<file path="config.mk">
export PLATFORM = sky130hd
export DESIGN_NAME = video_timing
export DESIGN_NICKNAME = d
export VERILOG_FILES = /design/src/rtl/gpu_pkg.sv /design/src/rtl/axis_timer.sv /design/src/rtl/video_timing.sv
export SDC_FILE = /design/constraint.sdc
export NUM_CORES = 1
export LEC_CHECK = 0
export BUFFER_PORTS_ARGS = -buffer_cell sky130_fd_sc_hd__buf_2
export CORE_ASPECT_RATIO = 0.5
export CORE_MARGIN = 3
export CORE_UTILIZATION = 40
export DETAILED_ROUTE_END_ITERATION = 8
export GPL_TIMING_DRIVEN = 1
export PLACE_DENSITY = 0.67
export SLEW_MARGIN = 10
export SYNTH_ARGS = -nofsm -noshare
export SYNTH_HDL_FRONTEND = slang
export SYNTH_SLANG_ARGS = --single-unit
</file>
<file path="constraint.sdc">
create_clock -name clk -period 2.2 [get_ports clk]
set_input_delay 0.22 -clock clk [delete_from_list [all_inputs] [get_ports clk]]
set_output_delay 0.22 -clock clk [all_outputs]
set_load 0.05 [all_outputs]
</file>
<file path="src/rtl/gpu_pkg.sv">
// Shared GPU display constants: the VGA 640x480 timing set and the line/frame
// total helper that the fetch unit also uses.
package gpu_pkg;

  localparam int VGA_H_DISPLAY = 640;
  localparam int VGA_H_FRONT   = 16;
  localparam int VGA_H_SYNC    = 96;
  localparam int VGA_H_BACK    = 48;
  localparam int VGA_V_DISPLAY = 480;
  localparam int VGA_V_FRONT   = 10;
  localparam int VGA_V_SYNC    = 2;
  localparam int VGA_V_BACK    = 33;

  function automatic int total(input int sync, input int back, input int disp, input int front);
    return sync + back + disp + front;
  endfunction

endpackage

</file>
<file path="src/rtl/axis_timer.sv">
// One raster axis: exact-period counter plus sync, visible-window and
// lookahead-window decode (region order: sync, back porch, display, front porch).
module axis_timer
  import gpu_pkg::*;
#(
  parameter int W           = 11,
  parameter int SYNC        = 1,
  parameter int BACK        = 1,
  parameter int DISP        = 1,
  parameter int FRONT       = 1,
  parameter int LEAD        = 0,
  parameter int SCALE_SHIFT = 0
) (
  input  logic         clk,
  input  logic         rst,
  input  logic         clr,
  input  logic         adv,
  output logic [W-1:0] cnt,
  output logic         wrap,
  output logic         in_sync,
  output logic         bright,
  output logic [W-1:0] pos,
  output logic [W-1:0] la_pos
);

  localparam int           TOTAL    = total(SYNC, BACK, DISP, FRONT);
  localparam logic [W-1:0] LAST     = W'(TOTAL - 1);
  localparam logic [W-1:0] SYNC_END = W'(SYNC);
  localparam logic [W-1:0] VIS_BEG  = W'(SYNC + BACK);
  localparam logic [W-1:0] VIS_END  = W'(TOTAL - FRONT);
  localparam logic [W-1:0] LA_BEG   = W'(SYNC + BACK - LEAD);
  localparam logic [W-1:0] LA_END   = W'(TOTAL - FRONT - LEAD);

  logic la_in;

  always_ff @(posedge clk) begin
    if (!rst || clr) cnt <= '0;
    else if (adv)    cnt <= (cnt == LAST) ? '0 : cnt + 1'b1;
  end

  assign wrap = adv && (cnt == LAST);

  always_comb begin
    in_sync = (cnt < SYNC_END);
    bright  = (cnt >= VIS_BEG) && (cnt < VIS_END);
    la_in   = (cnt >= LA_BEG) && (cnt < LA_END);
    pos     = bright ? ((cnt - VIS_BEG) >> SCALE_SHIFT) : '0;
    la_pos  = la_in  ? ((cnt - LA_BEG)  >> SCALE_SHIFT) : '0;
  end

endmodule

</file>
<file path="src/rtl/video_timing.sv">
// Parametrised raster timing generator: pixel-clock divider, horizontal and
// vertical axis timers, registered sync/flag/coordinate outputs and frame events.
module video_timing
  import gpu_pkg::*;
#(
  parameter int CLK_DIV     = 2,
  parameter int H_DISPLAY   = VGA_H_DISPLAY,
  parameter int H_FRONT     = VGA_H_FRONT,
  parameter int H_SYNC      = VGA_H_SYNC,
  parameter int H_BACK      = VGA_H_BACK,
  parameter int V_DISPLAY   = VGA_V_DISPLAY,
  parameter int V_FRONT     = VGA_V_FRONT,
  parameter int V_SYNC      = VGA_V_SYNC,
  parameter int V_BACK      = VGA_V_BACK,
  parameter bit HSYNC_POL   = 1'b0,
  parameter bit VSYNC_POL   = 1'b0,
  parameter int LOOKAHEAD   = 1,
  parameter int SCALE_SHIFT = 0,
  parameter int W           = 11
) (
  input  logic         clk,
  input  logic         rst,
  input  logic         run,
  output logic         pix_en,
  output logic [W-1:0] x,
  output logic [W-1:0] y,
  output logic [W-1:0] ly,
  output logic         field,
  output logic         hbright,
  output logic         vbright,
  output logic         bright,
  output logic         hsync,
  output logic         vsync,
  output logic         line_start,
  output logic         frame_start,
  output logic         vblank_irq,
  output logic [15:0]  frame_count
);

  localparam int            V_TOTAL  = total(V_SYNC, V_BACK, V_DISPLAY, V_FRONT);
  localparam logic [W-1:0]  V_IRQ    = W'(V_TOTAL - V_FRONT);
  localparam int            DW       = (CLK_DIV > 1) ? $clog2(CLK_DIV) : 1;
  localparam logic [DW-1:0] DIV_LAST = DW'(CLK_DIV - 1);

  logic [DW-1:0] div;
  logic          tick;
  logic [W-1:0]  hc, vc, h_pos, v_pos, h_la_pos, v_la_pos;
  logic          h_wrap, v_wrap, h_sync, v_sync, h_bright, v_bright;
  logic          sof, seen;
  logic          unused_ok;

  assign tick = run && (div == DIV_LAST);

  always_ff @(posedge clk) begin
    if (!rst || !run) div <= '0;
    else              div <= tick ? '0 : div + 1'b1;
  end

  axis_timer #(
    .W(W), .SYNC(H_SYNC), .BACK(H_BACK), .DISP(H_DISPLAY), .FRONT(H_FRONT),
    .LEAD(0), .SCALE_SHIFT(SCALE_SHIFT)
  ) u_h (
    .clk(clk), .rst(rst), .clr(!run), .adv(tick), .cnt(hc), .wrap(h_wrap),
    .in_sync(h_sync), .bright(h_bright), .pos(h_pos), .la_pos(h_la_pos)
  );

  // Vertical axis steps once per completed line.
  axis_timer #(
    .W(W), .SYNC(V_SYNC), .BACK(V_BACK), .DISP(V_DISPLAY), .FRONT(V_FRONT),
    .LEAD(LOOKAHEAD), .SCALE_SHIFT(SCALE_SHIFT)
  ) u_v (
    .clk(clk), .rst(rst), .clr(!run), .adv(h_wrap), .cnt(vc), .wrap(v_wrap),
    .in_sync(v_sync), .bright(v_bright), .pos(v_pos), .la_pos(v_la_pos)
  );

  assign unused_ok = ^{h_la_pos, v_wrap};
  assign sof       = (hc == '0) && (vc == '0);

  // Output stage: capture decode of the current (hc, vc) on each tick.
  always_ff @(posedge clk) begin
    if (!rst || !run) begin
      pix_en      <= 1'b0;
      x           <= '0;
      y           <= '0;
      ly          <= '0;
      field       <= 1'b0;
      hbright     <= 1'b0;
      vbright     <= 1'b0;
      bright      <= 1'b0;
      hsync       <= ~HSYNC_POL;
      vsync       <= ~VSYNC_POL;
      line_start  <= 1'b0;
      frame_start <= 1'b0;
      vblank_irq  <= 1'b0;
    end else begin
      pix_en      <= tick;
      line_start  <= tick && (hc == '0);
      frame_start <= tick && sof;
      vblank_irq  <= tick && (hc == '0) && (vc == V_IRQ);
      if (tick) begin
        x       <= h_pos;
        y       <= v_pos;
        ly      <= v_la_pos;
        field   <= v_la_pos[0];
        hbright <= h_bright;
        vbright <= v_bright;
        bright  <= h_bright && v_bright;
        hsync   <= h_sync ? HSYNC_POL : ~HSYNC_POL;
        vsync   <= v_sync ? VSYNC_POL : ~VSYNC_POL;
      end
    end
  end

  // The first frame_start after reset or run rise only arms the counter.
  always_ff @(posedge clk) begin
    if (!rst) begin
      frame_count <= '0;
      seen        <= 1'b0;
    end else if (!run) begin
      seen <= 1'b0;
    end else if (tick && sof) begin
      seen <= 1'b1;
      if (seen) frame_count <= frame_count + 16'd1;
    end
  end

endmodule
</file>
==> flow_metrics.py <==
metrics = {
    "synth": {
        "synth.top_cells.by_area": "sky130_fd_sc_hd__dfxtp_1, sky130_fd_sc_hd__xnor2_1, sky130_fd_sc_hd__nand2_1",
        "netlist-cell-type-count": 51,
        "post_synth_inst_count": 451,
        "post_synth.cell_area_avg_um2": 8.57,
        "yosys-top-cells-count": "sky130_fd_sc_hd__dfxtp_1, sky130_fd_sc_hd__nand2_1, sky130_fd_sc_hd__nor2_1",
        "postSynth.topFlopCell": "sky130_fd_sc_hd__dfxtp_1",
        "largest_family_of_logic_cells_by_synthesized_area": "simple AND/OR/NAND/NOR gates",
        "ys.warnings.count": 0,
        "number_of_enable_flip_flop_cells_after_synthesis": 0,
        "muxShareOfSynthArea_pct": 0,
        "async_flop_share_pct": 0,
        "synth_sequential_area_ratio_pct": 42.5,
        "synthAdderAreaFrac_pct": 3.56,
        "synth_compound_area_share_pct": 16.7,
        "synthesized_area_fraction_occupied_by_xor_and_xnor_cells_pct": 7.93,
        "synth_top_cell_by_area": "sky130_fd_sc_hd__dfxtp_1",
        "syn_nets": 465,
        "synth_largest_type_area_fraction_pct": 42.5,
        "synth.ff_latch_count": 82,
        "post_synth_and_or_nand_nor_area_fraction_pct": 24.2,
        "synth_most_common_cell": "sky130_fd_sc_hd__dfxtp_1",
        "synthesis.area_um2": 3860,
    },
    "min_path": {
        "worst_min_delay_path_category": "in2reg",
    },
    "setup_path": {
        "crit_slowest_cell": "sky130_fd_sc_hd__or4_4",
        "path_class": "reg2reg",
        "cp-end-kind": "flip-flop",
        "startpoint_type": "flip-flop",
        "worstPathCellList": "ha_2 > or4b_4 > or4_4 > or4_4 > a21oi_2",
        "worst_stage_delay_on_the_critical_path_ns": 0.53,
        "critPathArrivalTime_ns": 2.46,
        "worst-path-max-fanout": 4,
        "crit_required_ns": 2.47,
        "timing.critical_path.mode_cell": "sky130_fd_sc_hd__or4_4",
    },
    "cts": {
        "clkLatencyLatePin_ns": 0.34,
        "cts_tree": "yes",
        "clk_pin_slew_ns": 0.06,
        "cts-hold-fix-buffers": 0,
        "cts_max_level": 3,
        "cts_buffers": 9,
        "clk_root_buffer_cell": "sky130_fd_sc_hd__clkbuf_16",
        "cts_num_sinks": 82,
        "clk_path_buf_depth": 2,
    },
    "flow_run": {
        "timing.max_cap.violations": 0,
    },
    "sta": {
        "maxSlewHeadroom_pct": 50.5,
        "worst-slew-pin-transition_ns": 0.743,
        "timing_hold_violations_final": 0,
        "period_needed_ns": 2.19,
        "setup_violations": 0,
        "final.hold.worst_slack_ns": 0.331,
        "timing.final.max_slew_violations": 0,
        "rsz0062_at_grt": "true",
        "fmax_mhz": 456,
        "final_clock_period_utilization_by_the_worst_path_pct": 99.6,
        "skew_ns": 0.00900,
    },
    "power": {
        "total_leakage_power_nw": 2.12,
        "design_power_total_mw": 3.27,
        "power-per-cell-area_nw_per_um2": 647,
        "irDropWorstVdd_v": 0.000364,
    },
    "grt": {
        "global_route_wire_length_before_repair_mm": 16.1,
        "vias_in_the_first_global_route": 3279,
        "grt_util_all_layers_pct": 18.3,
        "number_of_antenna_violations_at_the_first_check_in_global_routing": 0,
        "grt_remaining_overflow": 0,
        "grt_max_degree": 28,
    },
    "routing": {
        "drt_iter0_markers": 185,
        "drt-pass1-iter-count": 7,
        "routed_wl_mm": 10.2,
        "routed_vias_inst": 5.28,
        "ant_nets": 0,
        "drt_drc_violations_left": 0,
        "routedWlPerCell_um": 14.9,
        "vias": 3604,
    },
    "finish": {
        "fin_nets": 563,
        "drive_gt1_share_pct": 28.8,
        "diodes": 0,
        "syn2layout_area_growth_pct": 30.7,
        "final_core_util_pct": 55.9,
        "layoutNonFillerInstCount": 683,
    },
    "placement": {
        "place.detailed.instances": 665,
        "hpwl_detailed_mm": 7.17,
        "routabilityCongestion": 0.841,
        "buffer_ports.inserted": 61,
    },
    "run_status": {
        "run_status": "finished clean",
    },
    "floorplanning": {
        "coreArea_um2": 9040,
        "core.rowCount": 24,
        "start_util_pct": 42.7,
        "io_pins": 62,
        "die-area_um2": 10900,
        "dieHeight_um": 75.5,
        "die_width_um": 145,
    },
}
## what timing repair did
item	CTS	global route
resized for setup	9	10
cloned	0	1
setup endpoints to repair	7	34
setup buffers	0	2
pin swaps	8	4
## critical path, delay by kind of cell (launching register included)
kind            cells  cell delay, ns
flops               1            0.38
compound gates      1            0.12
fa+ha+maj           1            0.21
simple gates        3            1.42
## kinds of logic (layout without fill, tap and decap cells)
| kind of cell | Yosys count | in the layout |
|---|---|---|
| xor+xnor | 35 | 35 |
| fa+ha+maj | 11 | 11 |
| simple gates | 180 | 180 |
| flops | 82 | 82 |
| buf+inv | 47 | 148 |
| compound gates | 96 | 97 |
## final cells by class
class | count | area [um2]
well taps | 130 | 163
flip-flops and latches | 82 | 1650
inverters | 14 | 52.6
multi-input cells | 323 | 2100
clock inverters | 5 | 104
repair buffers | 119 | 753
clock buffers | 10 | 229
fillers | 845 | 3990
## worst paths after layout
path	from	slack (ns)	cells past startpoint	end
hold reg to reg	x[2]	0.45	2	x[2]
hold / removal	run	0.33	5	u_h.cnt[0]
setup / recovery	u_h.cnt[4]	0.008	5	u_v.cnt[5]
setup reg to reg	u_h.cnt[4]	0.008	5	u_v.cnt[5]
## per-layer routing
metal	vias to the layer above	global-route usage, %	share of wire (%)
met4	0	4.21	0.86
met2	112	31.8	46
li1	1807	-	-
met3	12	5.23	6.3
met5	-	0	0
met1	1673	23.3	47
## per-stage QoR
stage          area, um2  setup slack [ns]  setup TNS, ns
6_report            5050           0.00845              0
4_1_cts             5000           0.00989              0
5_1_grt             5050           -0.0530         -0.782
2_1_floorplan       3890           0.00643              0
3_3_place_gp        4640           -0.0277        -0.0514
3_5_place_dp        4640           -0.0829         -0.172
## flip-flops by register name, summed over array words and instances, names as in the netlist, 11 cells and up
name,flops
frame_count,16
u_h.cnt,11
x,11
y,11
u_v.cnt,11
ly,11
## where the power goes
group          switching (mW)  internal, mW
clock network           0.589          1.10
registers             0.00246          1.49
logic                  0.0597        0.0228
total                   0.651          2.62
## layout by cell type, fill, tap and decap left out, types with 2 or more instances in the layout
master | synthesis | layout
sky130_fd_sc_hd__nor2b_1 | 3 | 3
sky130_fd_sc_hd__a21oi_1 | 30 | 28
sky130_fd_sc_hd__o31ai_1 | 3 | 3
sky130_fd_sc_hd__or4_4 | 0 | 2
sky130_fd_sc_hd__a21oi_2 | 0 | 2
sky130_fd_sc_hd__or3_1 | 7 | 6
sky130_fd_sc_hd__nand2b_1 | 2 | 2
sky130_fd_sc_hd__nor4_1 | 9 | 9
sky130_fd_sc_hd__clkbuf_16 | 0 | 9
sky130_fd_sc_hd__and4_1 | 3 | 3
sky130_fd_sc_hd__dfxtp_1 | 82 | 79
sky130_fd_sc_hd__nor4_4 | 2 | 2
sky130_fd_sc_hd__inv_1 | 14 | 11
sky130_fd_sc_hd__nor3_1 | 14 | 13
sky130_fd_sc_hd__buf_4 | 1 | 57
sky130_fd_sc_hd__a311oi_1 | 2 | 2
sky130_fd_sc_hd__a21o_1 | 3 | 3
sky130_fd_sc_hd__o21ai_0 | 20 | 19
sky130_fd_sc_hd__ha_1 | 11 | 9
sky130_fd_sc_hd__a41oi_1 | 2 | 2
sky130_fd_sc_hd__and4b_1 | 2 | 2
sky130_fd_sc_hd__dfxtp_2 | 0 | 3
sky130_fd_sc_hd__a22oi_1 | 5 | 5
sky130_fd_sc_hd__or4_1 | 5 | 3
sky130_fd_sc_hd__nand2_1 | 48 | 48
sky130_fd_sc_hd__a32o_1 | 13 | 13
sky130_fd_sc_hd__xor2_1 | 13 | 13
sky130_fd_sc_hd__bufinv_16 | 0 | 3
sky130_fd_sc_hd__and3_1 | 5 | 5
sky130_fd_sc_hd__o41ai_1 | 5 | 5
sky130_fd_sc_hd__nand3_1 | 16 | 16
sky130_fd_sc_hd__inv_2 | 0 | 3
sky130_fd_sc_hd__a22o_1 | 2 | 2
sky130_fd_sc_hd__buf_2 | 3 | 61
sky130_fd_sc_hd__nand4_1 | 11 | 11
sky130_fd_sc_hd__xnor2_1 | 22 | 22
sky130_fd_sc_hd__nor2_1 | 44 | 43
sky130_fd_sc_hd__a31oi_1 | 3 | 2
sky130_fd_sc_hd__o211ai_1 | 2 | 2
Power figures use the tool's default switching activity.
